===== src/rtl/sum_accumulator.sv =====
// Accumulates a block of unsigned sum words into a saturating total and
// presents the total, sample count and overflow flag through a valid/ready hold.
module sum_accumulator #(
  parameter int IN_WIDTH  = 9,
  parameter int ACC_WIDTH = 16,
  parameter int CNT_WIDTH = 4
) (
  input  logic                 clk,
  input  logic                 rst,
  input  logic                 in_valid,
  input  logic [IN_WIDTH-1:0]  in_data,
  output logic                 in_ready,
  input  logic [CNT_WIDTH-1:0] len,
  input  logic                 flush,
  output logic                 out_valid,
  input  logic                 out_ready,
  output logic [ACC_WIDTH-1:0] out_data,
  output logic [CNT_WIDTH-1:0] out_count,
  output logic                 out_ovf
);

  typedef enum logic [1:0] {IDLE, ACCUM, HOLD} state_t;

  state_t               state_q, state_d;
  logic [ACC_WIDTH-1:0] acc_q, acc_d;
  logic [CNT_WIDTH-1:0] cnt_q, cnt_d;
  logic [CNT_WIDTH-1:0] len_q, len_d;
  logic                 ovf_q, ovf_d;
  logic [ACC_WIDTH-1:0] out_data_q, out_data_d;
  logic [CNT_WIDTH-1:0] out_count_q, out_count_d;
  logic                 out_ovf_q, out_ovf_d;

  logic                 in_fire;
  logic [ACC_WIDTH-1:0] in_ext;
  logic [CNT_WIDTH-1:0] len_eff;
  logic [CNT_WIDTH-1:0] cnt_inc;
  logic                 sum_sat;
  logic [ACC_WIDTH-1:0] sum_val;

  // Returns {saturated, value}; the total clamps at all-ones instead of wrapping.
  function automatic logic [ACC_WIDTH:0] sat_add(input logic [ACC_WIDTH-1:0] a,
                                                 input logic [ACC_WIDTH-1:0] b);
    logic [ACC_WIDTH:0] s;
    s = {1'b0, a} + {1'b0, b};
    if (s[ACC_WIDTH]) begin
      sat_add = {1'b1, {ACC_WIDTH{1'b1}}};
    end else begin
      sat_add = s;
    end
  endfunction

  assign in_fire  = in_valid && in_ready;
  assign in_ext   = ACC_WIDTH'(in_data);
  assign len_eff  = (len == '0) ? CNT_WIDTH'(1) : len;
  assign cnt_inc  = cnt_q + CNT_WIDTH'(1);
  assign {sum_sat, sum_val} = sat_add(acc_q, in_ext);

  // State and datapath registers
  always_ff @(posedge clk or negedge rst) begin
    if (!rst) begin
      state_q     <= IDLE;
      acc_q       <= '0;
      cnt_q       <= '0;
      len_q       <= '0;
      ovf_q       <= 1'b0;
      out_data_q  <= '0;
      out_count_q <= '0;
      out_ovf_q   <= 1'b0;
    end else begin
      state_q     <= state_d;
      acc_q       <= acc_d;
      cnt_q       <= cnt_d;
      len_q       <= len_d;
      ovf_q       <= ovf_d;
      out_data_q  <= out_data_d;
      out_count_q <= out_count_d;
      out_ovf_q   <= out_ovf_d;
    end
  end

  // Next-state and datapath update
  always_comb begin
    state_d     = state_q;
    acc_d       = acc_q;
    cnt_d       = cnt_q;
    len_d       = len_q;
    ovf_d       = ovf_q;
    out_data_d  = out_data_q;
    out_count_d = out_count_q;
    out_ovf_d   = out_ovf_q;
    case (state_q)
      IDLE: begin
        if (in_fire) begin
          len_d = len_eff;
          acc_d = in_ext;
          cnt_d = CNT_WIDTH'(1);
          ovf_d = 1'b0;
          state_d = (len_eff == CNT_WIDTH'(1) || flush) ? HOLD : ACCUM;
        end
      end
      ACCUM: begin
        if (in_fire) begin
          acc_d = sum_val;
          ovf_d = ovf_q | sum_sat;
          cnt_d = cnt_inc;
          if (cnt_inc == len_q || flush) state_d = HOLD;
        end else if (flush) begin
          state_d = HOLD;
        end
      end
      HOLD: begin
        if (out_ready) state_d = IDLE;
      end
      default: state_d = IDLE;
    endcase
    // Result registers capture the post-update totals so out_valid follows the last accept by one cycle.
    if (state_d == HOLD && state_q != HOLD) begin
      out_data_d  = acc_d;
      out_count_d = cnt_d;
      out_ovf_d   = ovf_d;
    end
  end

  // Handshake outputs
  always_comb begin
    in_ready  = rst && (state_q != HOLD);
    out_valid = (state_q == HOLD);
  end

  assign out_data  = out_data_q;
  assign out_count = out_count_q;
  assign out_ovf   = out_ovf_q;

endmodule


===== config.mk =====
export PLATFORM = sky130hd
export DESIGN_NAME = sum_accumulator
export DESIGN_NICKNAME = d
export VERILOG_FILES = /design/src/rtl/sum_accumulator.sv
export SDC_FILE = /design/constraint.sdc
export NUM_CORES = 1
export LEC_CHECK = 0
export BUFFER_PORTS_ARGS = -buffer_cell sky130_fd_sc_hd__buf_4
export CORE_UTILIZATION = 61
export CTS_BUF_LIST = sky130_fd_sc_hd__clkbuf_16
export DETAILED_ROUTE_END_ITERATION = 6
export PLACE_DENSITY = 0.84
export SLEW_MARGIN = 20
export SYNTH_ARGS = -nofsm -noshare
export SYNTH_HDL_FRONTEND = slang
export SYNTH_SLANG_ARGS = --single-unit

===== constraint.sdc =====
create_clock -name clk -period 4.85 [get_ports clk]
set_input_delay 0.7275 -clock clk [delete_from_list [all_inputs] [get_ports clk]]
set_output_delay 0.7275 -clock clk [all_outputs]
set_load 0.1 [all_outputs]

After elaboration in Yosys (flattened, before gate mapping)
Index checks and enable logic that the tools add are counted.
{ "totals": {"ff_bits": 48, "in_bits": 18, "out_inout_bits": 23, "wordCells": 43} }
{ "classes": {"addsub": 2, "n_eq_ne": 6, "muxes": 18, "bitwise": 1, "reduce_logical": 8} }
{ "op_table": {"columns": ["operator", "count"], "rows": [
  ["2-to-1 mux 16 bit", 2],
  ["case mux 16 bit (2 select lines)", 1],
  ["adder 16 x 9 -> 17 bit", 1],
  ["2-to-1 mux 17 bit", 1],
  ["2-to-1 mux 2 bit", 6],
  ["2-to-1 mux 4 bit", 3],
  ["case mux 4 bit (2 select lines)", 1],
  ["case mux 2 bit (3 select lines)", 1],
  ["adder 4 x 1 -> 4 bit (second input constant)", 1],
  ["== test 2 bit (second input constant)", 2],
  ["== test 4 x 1 -> 1 bit (second input constant)", 1],
  ["== test 4 bit", 1],
  ["zero test 4 bit", 1],
  ["logical AND 1 bit", 3],
  ["== test 2 x 1 -> 1 bit (second input constant)", 1],
  ["zero test 2 bit", 1],
  ["logical OR 1 bit", 2],
  ["2-to-1 mux 1 bit", 2],
  ["inequality test 2 bit (second input constant)", 1],
  ["case mux 1 bit (2 select lines)", 1],
  ["AND reduction 2 bit", 1],
  ["OR 1 bit", 1]
]} }

Depth between registers and ports, before layout
Gate-level depths: netlist (run 1).
{ "depth": {"depth_word": 9, "mapped_depth": 9, "mapped_depth_nobuf": 8} }

Worst setup path after synthesis (run 1)
Ideal clock, no wire load.
{ "synth_path": {"path_kind": "in2reg", "start": "input in_data[0]", "end": "register out_data_q[5], in the netlist out_data[5]", "setup_time_ns": 0.126, "arrival_time_ns": 2.587, "required_time_ns": 4.724, "slack_ns": 2.137, "stages": 9, "n_path_buf": 1, "cell_sequence": "ha_1 -> fa_1 -> a21o_1 -> a221oi_4 -> o22ai_2 -> buf_6 -> nand2_4 -> o311ai_1 -> mux2_2"} }
{ "synth_via": {"elab_chain_len": 4} }
{ "synth_lines": {"columns": ["element", "line_no", "text"], "rows": [
  ["from (decl)", "11", "input logic [IN_WIDTH-1:0] in_data,"],
  ["adder 16 x 9 -> 17 bit", "44", "s = {1'b0, a} + {1'b0, b};"],
  ["2-to-1 mux 17 bit", "45", "if (s[ACC_WIDTH]) begin"],
  ["2-to-1 mux 16 bit", "102", "if (in_fire) begin"],
  ["case mux 16 bit (2 select lines)", "91", "case (state_q)"],
  ["to (signal assigned)", "75", "out_data_q <= out_data_d;"],
  ["to (decl)", "29", "logic [ACC_WIDTH-1:0] out_data_q, out_data_d;"]
]} }
No other way between the ends.
A chain may end at the register's enable or synchronous reset.

Worst setup path after layout (run 1)
{ "layout_path": {"start": "register state_q[0]", "end": "register out_data_q[5], in the netlist out_data[5]"} }
{ "layout_via": {"elab_chain_len": 7, "word_cells_on_any_way": 17, "cone_classes": "4 x eq/ne; 9 x mux; 4 x reduce/logical"} }
{ "layout_lines": {"columns": ["element", "line_no", "text"], "rows": [
  ["from (decl)", "24", "state_t state_q, state_d;"],
  ["from (signal assigned)", "70", "state_q <= state_d;"],
  ["inequality test 2 bit", "117, 126", null],
  ["logical AND 1 bit", "126", "in_ready = rst && (state_q != HOLD);"],
  ["logical AND 1 bit", "52", "assign in_fire = in_valid && in_ready;"],
  ["2-to-1 mux 2 bit (on tied branches)", "102, 93", null],
  ["case mux 2 bit (3 select lines)", "91", null],
  ["== test 2 bit", "117", "if (state_d == HOLD && state_q != HOLD) begin"],
  ["logical AND 1 bit", "117", null]
]} }
Parallel ways exist; a longest one is shown, timed or not.

==> results of run 1 <==
==> area by class of cell <==
cell class,instances,area (um^2),area share [%]
multi-input combinational,204,1490,45.67
timing repair buffer,41,307.8,9.433
sequential,48,1201,36.81
inverter,7,26.28,0.8052
tap,52,65.06,1.994
clock inverter,3,47.55,1.457
clock buffer,5,125.1,3.834
==> worst min path at each step <==
stage               slack [ns]  depth (start not counted)            to    startpoint
global placement          0.47                          2  out_count[0]  out_count[0]
global route              0.52                          1   out_data[3]   out_data[3]
detailed placement        0.47                          2  out_count[0]  out_count[0]
finish                    0.48                          2  out_count[0]  out_count[0]
CTS                       0.49                          2  out_count[0]  out_count[0]
floorplan                 0.43                          0      acc_q[0]           rst
==> power groups by stage <==
stage	logic [W]	registers, W	clock network, W
floorplan	0.000459	0.000941	0
global placement	0.000990	0.000600	0
detailed placement	0.00100	0.000603	0
CTS	0.00101	0.000596	0.000401
global route	0.00107	0.000611	0.000413
finish	0.00101	0.000598	0.000396
==> layer usage <==
metal  part of all wire, %  global-route usage [%]  up-vias
met3                   4.6                   5.378       19
met5                     0                       0        -
li1                      -                       -     1070
met1                    45                   36.43     1081
met4                   2.4                   10.88        0
met2                    48                   45.42       68
==> metrics by stage <==
step	util (%)	power [W]	instance area (um^2)	hold WS, ns
finish	74.43	0.002002	3263	0.4813
global route	74.43	0.002099	3263	0.5210
CTS	74.43	0.002002	3263	0.4864
detailed placement	70.49	0.001604	3090	0.4715
global placement	70.49	0.001590	3090	0.4659
floorplan	-	0.001400	2783	0.4319
==> logic make-up after synthesis <==
logic type,Yosys count
multiplexers,25
XOR/XNOR,12
AND/OR/NAND/NOR,83
AO/OA/AOI/OAI,72
adder cells (fa/ha/maj),12
flip-flops,48
buffers and inverters,18
==> worst min-delay path, cell delays in order (launching register included) <==
cell and delay, ns:
dfrtp_1 0.34, nand2_1 0.05, o21ai_0 0.06
==> registers in the layout (all words and copies together) (netlist names) <==
signal	count
out_count	4
cnt_q	4
len_q	4
state_q	2
out_data	16
ovf_q	1
acc_q	16
out_ovf	1
==> placed cells by master, fill, tap and decap left out, drive strengths merged, types with 3 or more instances in the layout <==
| cell | netlist | final |
|---|---|---|
| dfrtp | 48 | 48 |
| a21o | 10 | 10 |
| nor3 | 12 | 12 |
| inv | 7 | 7 |
| mux2 | 24 | 24 |
| xnor2 | 10 | 10 |
| and2 | 3 | 3 |
| nand3 | 11 | 11 |
| o21ai | 15 | 15 |
| nand2 | 28 | 28 |
| a211o | 3 | 3 |
| a211oi | 4 | 4 |
| buf | 9 | 41 |
| and3 | 5 | 5 |
| ha | 11 | 11 |
| a21oi | 22 | 22 |
| nand4 | 7 | 7 |
| nor2 | 9 | 9 |
| clkbuf | 2 | 5 |
==> flow_metrics.tcl, run 1 <==
set metrics [dict create \
    grt_remaining_overflow 0 \
    grt_pass1_vias 2256 \
    synthTopCellsByArea "dfrtp_1, mux2_2, ha_1" \
    drc 0 \
    hold_path_class "reg -> reg" \
    status "finished clean" \
    dp.cells 352 \
    syn-num-nets 300 \
    final_layout_size_suffix_gt1_share_pct 26.95 \
    grt_max_degree 51 \
    r2r_setup_slack_ns 2.04 \
    synth_compound_gate_area_share_pct 18.21 \
    async_reset_ff_share_pct 100.0 \
    grt_usage_pct 27.78 \
    gp_congestion 0.9729 \
    tritoncts "built" \
    reg2reg_from "state_q[0]" \
    numCtsBuffers 5 \
    routedWlPerCell_um 17.23 \
    drtPass1Iterations 4 \
    synth_edf_count 0 \
    crit_type "reg -> reg" \
    vias 2238 \
    endpoint "out_data[5]" \
    ys_types 53 \
    start_util_pct 63.47 \
    p_int_w 0.001068 \
    cellLeakagePower_nw 1.547 \
    clk_latency_ns 0.29 \
    rsz0062_at_grt "no" \
    finalSetupViolations 0 \
    fillerInstances 311 \
    synth.mux.area_fraction_pct 10.07 \
    clock_sinks 48 \
    r2r_cells 4 \
    path_cells "inv_1, a311o_1, nand2_1, mux2_2" \
    period_share_pct 58.02 \
    synth_top_area_share_pct 43.17 \
    fp.dieArea_mm2 0.004836 \
    grt_pass1_wl_um 10650 \
    seq_area_frac_synth_pct 43.17 \
    fin_nets 337 \
    cp-end-kind "flop" \
    netSwitchingPower_w 0.0009335 \
    p_per_area_mw_per_mm2 613.5 \
    yosysTopAreaCell "dfrtp_1" \
    finalWorstSetupSlack_ns 2.036 \
    cp_data_required_time_ns 5.02 \
    drt_iter0_markers 205 \
    synthFlopType "dfrtp_1" \
    synth_area_mm2 0.002783 \
    postCtsSetupBuffers 0 \
    reg2reg_to "out_data[5]" \
    synth_top_family_by_area "compound AO/OA/AOI/OAI gates" \
    fin_cells 360 \
    hold_viol 0 \
    path_max_fanout 23 \
    clockPowerShare_pct 19.8 \
    cp_top_family "simple AND/OR/NAND/NOR gates" \
    cts.path.max_buffers 2 \
    path_clk_slew_ns 0.06 \
    root_buffer "clkbuf_16" \
    yosysWarnings 0 \
    ant_nets 0 \
    p_comb_share_pct 50.4 \
    yosys.area_share.simple_pct 15.83 \
    path_depth 4 \
    rows 24 \
    via_per_inst 6.217 \
    slowest_stage "nand2_1" \
    fin_worst_skew_ns 0.004318 \
    timing.fmax_mhz 355.4 \
    syn_inst 270 \
    maxCapViolCount 0 \
    io_buffers 40 \
    ys_top_cells_by_count "dfrtp_1, nand2_1, mux2_2" \
    antenna_found_initial 0 \
    fin_crit_ns 2.814 \
    crit_start "state_q[0]" \
    wl_um 6204 \
    fin_setup_tns_ns 0 \
    yosys.cell_count.top_type "dfrtp_1" \
    syn_area_per_cell_um2 10.31 \
    die_w_um 69.54 \
    path_buf_inv 1 \
    startpoint_type "flop" \
    die_h_um 69.54 \
    pre_cts_ws_ns 1.752 \
    ios 41 \
    seqPwrFrac_pct 29.9 \
    post_cts_resized 0 \
    dp_hpwl_um 4397 \
    worstMarginPinSlew_ns 1.019 \
    num_antenna_cells 0 \
    syn_to_final_growth_pct 17.27 \
    drv_slew 0 \
    swShare_pct 46.63 \
    synthAdderAreaFrac_pct 5.665 \
    ir_worst_vdd_mv 0.3769 \
    core_mm2 0.004384 \
    slew_headroom_pct 31.90 \
    cp.arrival_ns 2.98 \
    cts_hold_buf 0 \
    synth-xor-area-share_pct 3.777 \
    max_stage_delay_ns 0.76 \
    synth_seq_cells 48 \
    cts-htree-levels 2 \
]
Note: power is estimated with default switching activity, not from simulation.
==> run 2, diff against run 1 <==
--- a/config.mk
+++ b/config.mk
@@ -6,10 +6,10 @@
 export NUM_CORES = 1
 export LEC_CHECK = 0
 export BUFFER_PORTS_ARGS = -buffer_cell sky130_fd_sc_hd__buf_4
-export CORE_UTILIZATION = 61
+export CORE_UTILIZATION = 57
 export CTS_BUF_LIST = sky130_fd_sc_hd__clkbuf_16
 export DETAILED_ROUTE_END_ITERATION = 6
-export PLACE_DENSITY = 0.84
+export PLACE_DENSITY = 0.8
 export SLEW_MARGIN = 20
 export SYNTH_ARGS = -nofsm -noshare
 export SYNTH_HDL_FRONTEND = slang
==> constraint.sdc (replaced) <==
create_clock -name clk -period 2.7 [get_ports clk]
set_input_delay 0.405 -clock clk [delete_from_list [all_inputs] [get_ports clk]]
set_output_delay 0.405 -clock clk [all_outputs]
set_load 0.1 [all_outputs]
==> run 2 against run 1 <==
Against the previous run: register-to-register slack worse by 1.9 ns; clock-buffer cell count stayed put; hold slack worse by 0.18 ns; first-iteration DRC count is 33% lower; global-route usage is 3.1 points lower; total power is 75% higher; routed wire length is 3.3% lower; die area is 6.8% higher; critical path type unchanged; critical endpoint is now out_data[12]; largest cell class unchanged.
==> flow_metrics.tcl, run 2 (same netlist as run 1, synthesis figures left out) <==
set metrics [dict create \
    grt_usage_pct 24.69 \
    path_clk_slew_ns 0.06 \
    hold_viol 0 \
    status "finished clean" \
    rsz0062_at_grt "no" \
    fp.dieArea_mm2 0.005165 \
    finalSetupViolations 0 \
    cellLeakagePower_nw 1.568 \
    die_w_um 71.87 \
    p_per_area_mw_per_mm2 1055 \
    multi_input_area_mm2 0.001498 \
    drv_slew 0 \
    use_met1_pct 33.12 \
    antenna_found_initial 0 \
    wl_um 5998 \
    routedWlPerCell_um 15.66 \
    grt_pass1_wl_um 9880 \
    path_cells "ha_1, fa_1, a21o_1, a221oi_4, o22ai_4, buf_4, a21oi_1, a211oi_2, mux2_2" \
    gp_congestion 0.9449 \
    cp_data_required_time_ns 2.87 \
    max_stage_delay_ns 0.41 \
    grt_max_degree 47 \
    grtUsageMet2_pct 40.46 \
    path_max_fanout 11 \
    crit_type "reg -> reg" \
    rows 25 \
    drc 0 \
    slew_headroom_pct 63.24 \
    hold_path_class "in -> reg" \
    drt_iter0_markers 137 \
    holdWs_ns 0.2990 \
    use_met3_pct 5.063 \
    final_layout_size_suffix_gt1_share_pct 27.85 \
    tritoncts "built" \
    seq_area_mm2 0.001201 \
    grt_pass1_vias 2140 \
    fin_nets 345 \
    fin_worst_skew_ns 0.007362 \
    drtPass1Iterations 4 \
    cts-htree-levels 2 \
    fillerInstances 377 \
    syn_to_final_growth_pct 19.29 \
    pre_cts_ws_ns -0.01979 \
    r2r_cells 9 \
    via_per_inst 5.786 \
    busiest_layer "met2" \
    crit_start "acc_q[0]" \
    fin_crit_ns 2.589 \
    timing.fmax_mhz 386.2 \
    numCtsBuffers 5 \
    dp_hpwl_um 4309 \
    start_util_pct 58.91 \
    min_path_cells 2 \
    cts.path.max_buffers 2 \
    cp.arrival_ns 2.76 \
    holdCritStartpoint "flush" \
    ios 41 \
    clock_sinks 48 \
    finalWorstSetupSlack_ns 0.1106 \
    maxCapViolCount 0 \
    io_buffers 40 \
    period_share_pct 95.90 \
    root_buffer "clkbuf_16" \
    vias 2216 \
    cp-end-kind "flop" \
    finalPower_w 0.003503 \
    ant_nets 0 \
    ir_worst_vdd_mv 0.5793 \
    die_h_um 71.87 \
    startpoint_type "flop" \
    clk_latency_ns 0.29 \
    slowest_stage "dfrtp_1" \
    worstMarginPinSlew_ns 0.5515 \
    final_cell_mix "dfrtp_1, buf_4, nand2_1" \
    num_antenna_cells 0 \
    reg2reg_from "acc_q[0]" \
    grt_remaining_overflow 0 \
    core_mm2 0.004723 \
]
[run 2: critical path: cells and delay by family, from the launching register on]
family / cells / cell delay, ns
muxes: 1 / 0.28
DFF: 1 / 0.41
AOI/OAI and AO/OA: 5 / 0.98
buffers and inverters: 1 / 0.19
adders and majority gates: 2 / 0.62
[run 2: layout make-up]
type | count | share of cell area, %
Clock inverter | 3 | 0.4523
Sequential cell | 48 | 36.19
Inverter | 7 | 0.7916
Tap cell | 67 | 2.525
Timing Repair Buffer | 49 | 11.16
Multi-Input combinational cell | 204 | 45.12
Clock buffer | 5 | 3.769
[run 2: timing repair]
item	in CTS	in global routing
gates resized for setup	0	1
setup buffers	0	1
hold buffers	1	0
endpoints found under the hold margin	3	0
setup endpoints to repair	0	1
[run 2: layer usage]
metal	wire [um]	vias to the layer above
met4	48	0
met3	258	5
met5	0	-
met2	2869	54
li1	-	1077
met1	2821	1080
[run 2: power by group]
part	total [W]	internal, W	switching, W
registers	0.00107	0.000909	0.000157
clock network	0.000587	0.000336	0.000251
logic	0.00185	0.000599	0.00125
[run 2: stage by stage]
| step | instances | instance area (um^2) | util [%] | TNS (ns) |
|---|---|---|---|---|
| after floorplan | 270 | 2783 | - | 0 |
| after global placement | 373 | 3154 | 66.78 | 0 |
| after detailed placement | 373 | 3154 | 66.78 | -0.01979 |
| after CTS | 382 | 3304 | 69.96 | 0 |
| after global routing | 383 | 3319 | 70.28 | 0 |
| final | 383 | 3319 | 70.28 | 0 |
[run 2: final timing paths]
| check | to | slack, ns |
|---|---|---|
| setup / recovery | out_data[12] | 0.11 |
| hold / removal | state_q[0] | 0.30 |
| setup reg to reg | out_data[12] | 0.11 |
| hold reg to reg | out_count[0] | 0.48 |
| max in group asynchronous | state_q[1] | 1.50 |
| min in group asynchronous | acc_q[10] | 0.46 |
==> run 3, diff against run 2 <==
--- a/config.mk
+++ b/config.mk
@@ -9,7 +9,9 @@
 export CORE_UTILIZATION = 57
 export CTS_BUF_LIST = sky130_fd_sc_hd__clkbuf_16
 export DETAILED_ROUTE_END_ITERATION = 6
-export PLACE_DENSITY = 0.8
+export MAX_ROUTING_LAYER = met4
+export PLACE_DENSITY_LB_ADDON = 0.05
+export REMOVE_ABC_BUFFERS = 1
 export SLEW_MARGIN = 20
 export SYNTH_ARGS = -nofsm -noshare
 export SYNTH_HDL_FRONTEND = slang
==> run 3 against run 2 <==
Against the previous run: critical path depth fell by 1; final area is 0.60% higher; via count up 1.4%; clock power grew 3%; clock-buffer cell count is the same; core utilization grew 0.42 points; total power increased by 1.4%; clock skew is 0.0029 ns lower; fmax increased by 0.49%; register-to-register slack better by 0.04 ns; global-route usage is 3.6 points higher; non-clock buffer count is 3 higher; critical endpoint is now out_data[11].
==> flow_metrics.tcl, run 3 (same netlist as run 1, synthesis figures left out) <==
set metrics [dict create \
    hold_path_class "in -> reg" \
    rows 25 \
    final_cell_mix "buf_4, dfrtp_1, nand2_1" \
    fillerInstances 386 \
    clk_latency_ns 0.28 \
    slew_headroom_pct 66.13 \
    drv_slew 0 \
    cts.path.max_buffers 2 \
    wl_um 6618 \
    start_util_pct 58.91 \
    fin_nets 348 \
    reg2reg_from "acc_q[0]" \
    crit_type "in -> reg" \
    p_int_w 0.001854 \
    fin_cells 385 \
    grt_usage_pct 28.31 \
    netSwitchingPower_w 0.001697 \
    rsz0062_at_grt "no" \
    core_mm2 0.004723 \
    max_stage_delay_ns 0.52 \
    ios 41 \
    syn_to_final_growth_pct 20.01 \
    seqPwrFrac_pct 30.1 \
    gp_congestion 0.9272 \
    drc 0 \
    p_comb_share_pct 52.9 \
    die_w_um 71.87 \
    root_buffer "clkbuf_16" \
    crit_start "rst" \
    drt_iter0_markers 212 \
    swShare_pct 47.78 \
    drtPass1Iterations 4 \
    via_per_inst 5.834 \
    timing.fmax_mhz 388.1 \
    holdCritStartpoint "flush" \
    cellLeakagePower_nw 1.580 \
    slowest_stage "dlygate4sd3_1" \
    period_share_pct 95.43 \
    num_antenna_cells 0 \
    tritoncts "built" \
    clockPowerShare_pct 17.0 \
    ant_nets 0 \
    final_layout_size_suffix_gt1_share_pct 28.93 \
    finalSetupViolations 0 \
    r2r_cells 9 \
    grt_pass1_wl_um 10690 \
    grt_max_degree 38 \
    p_per_area_mw_per_mm2 1063 \
    numCtsBuffers 5 \
    min_path_cells 2 \
    fin_setup_tns_ns 0 \
    die_h_um 71.87 \
    cp_data_required_time_ns 2.87 \
    status "finished clean" \
    startpoint_type "input port" \
    dp_hpwl_um 4811 \
    cp-end-kind "flop" \
    postCtsSetupBuffers 0 \
    hold_viol 0 \
    fin_worst_skew_ns 0.004462 \
    io_buffers 40 \
    path_clk_slew_ns 0.07 \
    fp.dieArea_mm2 0.005165 \
    fin_crit_ns 2.577 \
    path_cells "dlygate4sd3_1, buf_4, and2_1, nand3_1, a2111o_1, nand4_1, nand4_2, mux2_2" \
    antenna_found_initial 0 \
    routedWlPerCell_um 17.19 \
    dp.cells 377 \
    worstMarginPinSlew_ns 0.5081 \
    cts-htree-levels 2 \
    vias 2246 \
    ir_worst_vdd_mv 0.7474 \
    maxCapViolCount 0 \
    path_max_fanout 16 \
    cp.arrival_ns 2.75 \
    clock_sinks 48 \
    final_common_cell "buf_4" \
    grt_remaining_overflow 0 \
    grt_pass1_vias 2219 \
]
==> run 3: cell count changes in the layout (fill, tap and decap cells not counted) <==
cell / change
buf_4: +3
clkinv_1: -1
clkinv_2: +1
inv_1: -1
==> run 3: power groups by stage <==
stage | clock network, W | registers [W] | logic (W)
6_report | 0.000604 | 0.00107 | 0.00188
2_1_floorplan | 0 | 0.00170 | 0.000791
3_5_place_dp | 0 | 0.00108 | 0.00186
4_1_cts | 0.000613 | 0.00107 | 0.00187
3_3_place_gp | 0 | 0.00107 | 0.00184
5_1_grt | 0.000635 | 0.00109 | 0.00201
==> run 3: metal layers <==
metal | track usage [%] | share of wire [%] | vias up
li1 | - | - | 1093
met1 | 36.92 | 45 | 1073
met2 | 46.12 | 49 | 70
met3 | 4.079 | 4.7 | 10
met4 | 8.279 | 1.3 | 0
met5 | - | 0 | -
==> run 3: timing repair <==
action,in CTS,in global routing
hold buffers,1,0
setup endpoints to repair,0,3
hold endpoints to repair,12,0
gates resized for setup,0,1
==> run 3: final cells by class <==
type                       count  area [um^2]  area share, %
inverter                       7        26.28         0.7868
sequential                    48         1201          35.97
clock buffer                   5        125.1          3.747
timing repair buffer          52        392.9          11.76
clock inverter                 2        12.51         0.3747
tap                           67        83.83          2.510
multi-input combinational    204         1498          44.85
==> run 3: path summary, 6_finish.rpt <==
check                                to  slack, ns
max                        out_data[11]       0.12
min                          state_q[0]       0.28
max reg2reg                 out_data[6]       0.15
min reg2reg                       ovf_q       0.50
max in group asynchronous      acc_q[5]       1.47
min in group asynchronous      acc_q[9]       0.52
==> run 3: critical path: cells and delay by family <==
kind / cells / cell delay (ns)
mux: 1 / 0.27
simple gates: 4 / 0.79
buf+inv: 2 / 0.75
compound gates: 1 / 0.51
==> run 3: stage by stage <==
step | hold WS (ns) | util, % | total power [W] | instance area, um^2 | setup slack, ns
after detailed placement | 0.2769 | 67.42 | 0.002938 | 3184 | -0.01324
after CTS | 0.2811 | 70.54 | 0.003550 | 3332 | 0.1249
after global placement | 0.2722 | 67.42 | 0.002906 | 3184 | 0.02854
final | 0.2837 | 70.70 | 0.003551 | 3339 | 0.1233
after floorplan | 0.1094 | - | 0.002495 | 2718 | 0.2425
after global routing | 0.2919 | 70.70 | 0.003736 | 3339 | 0.006893
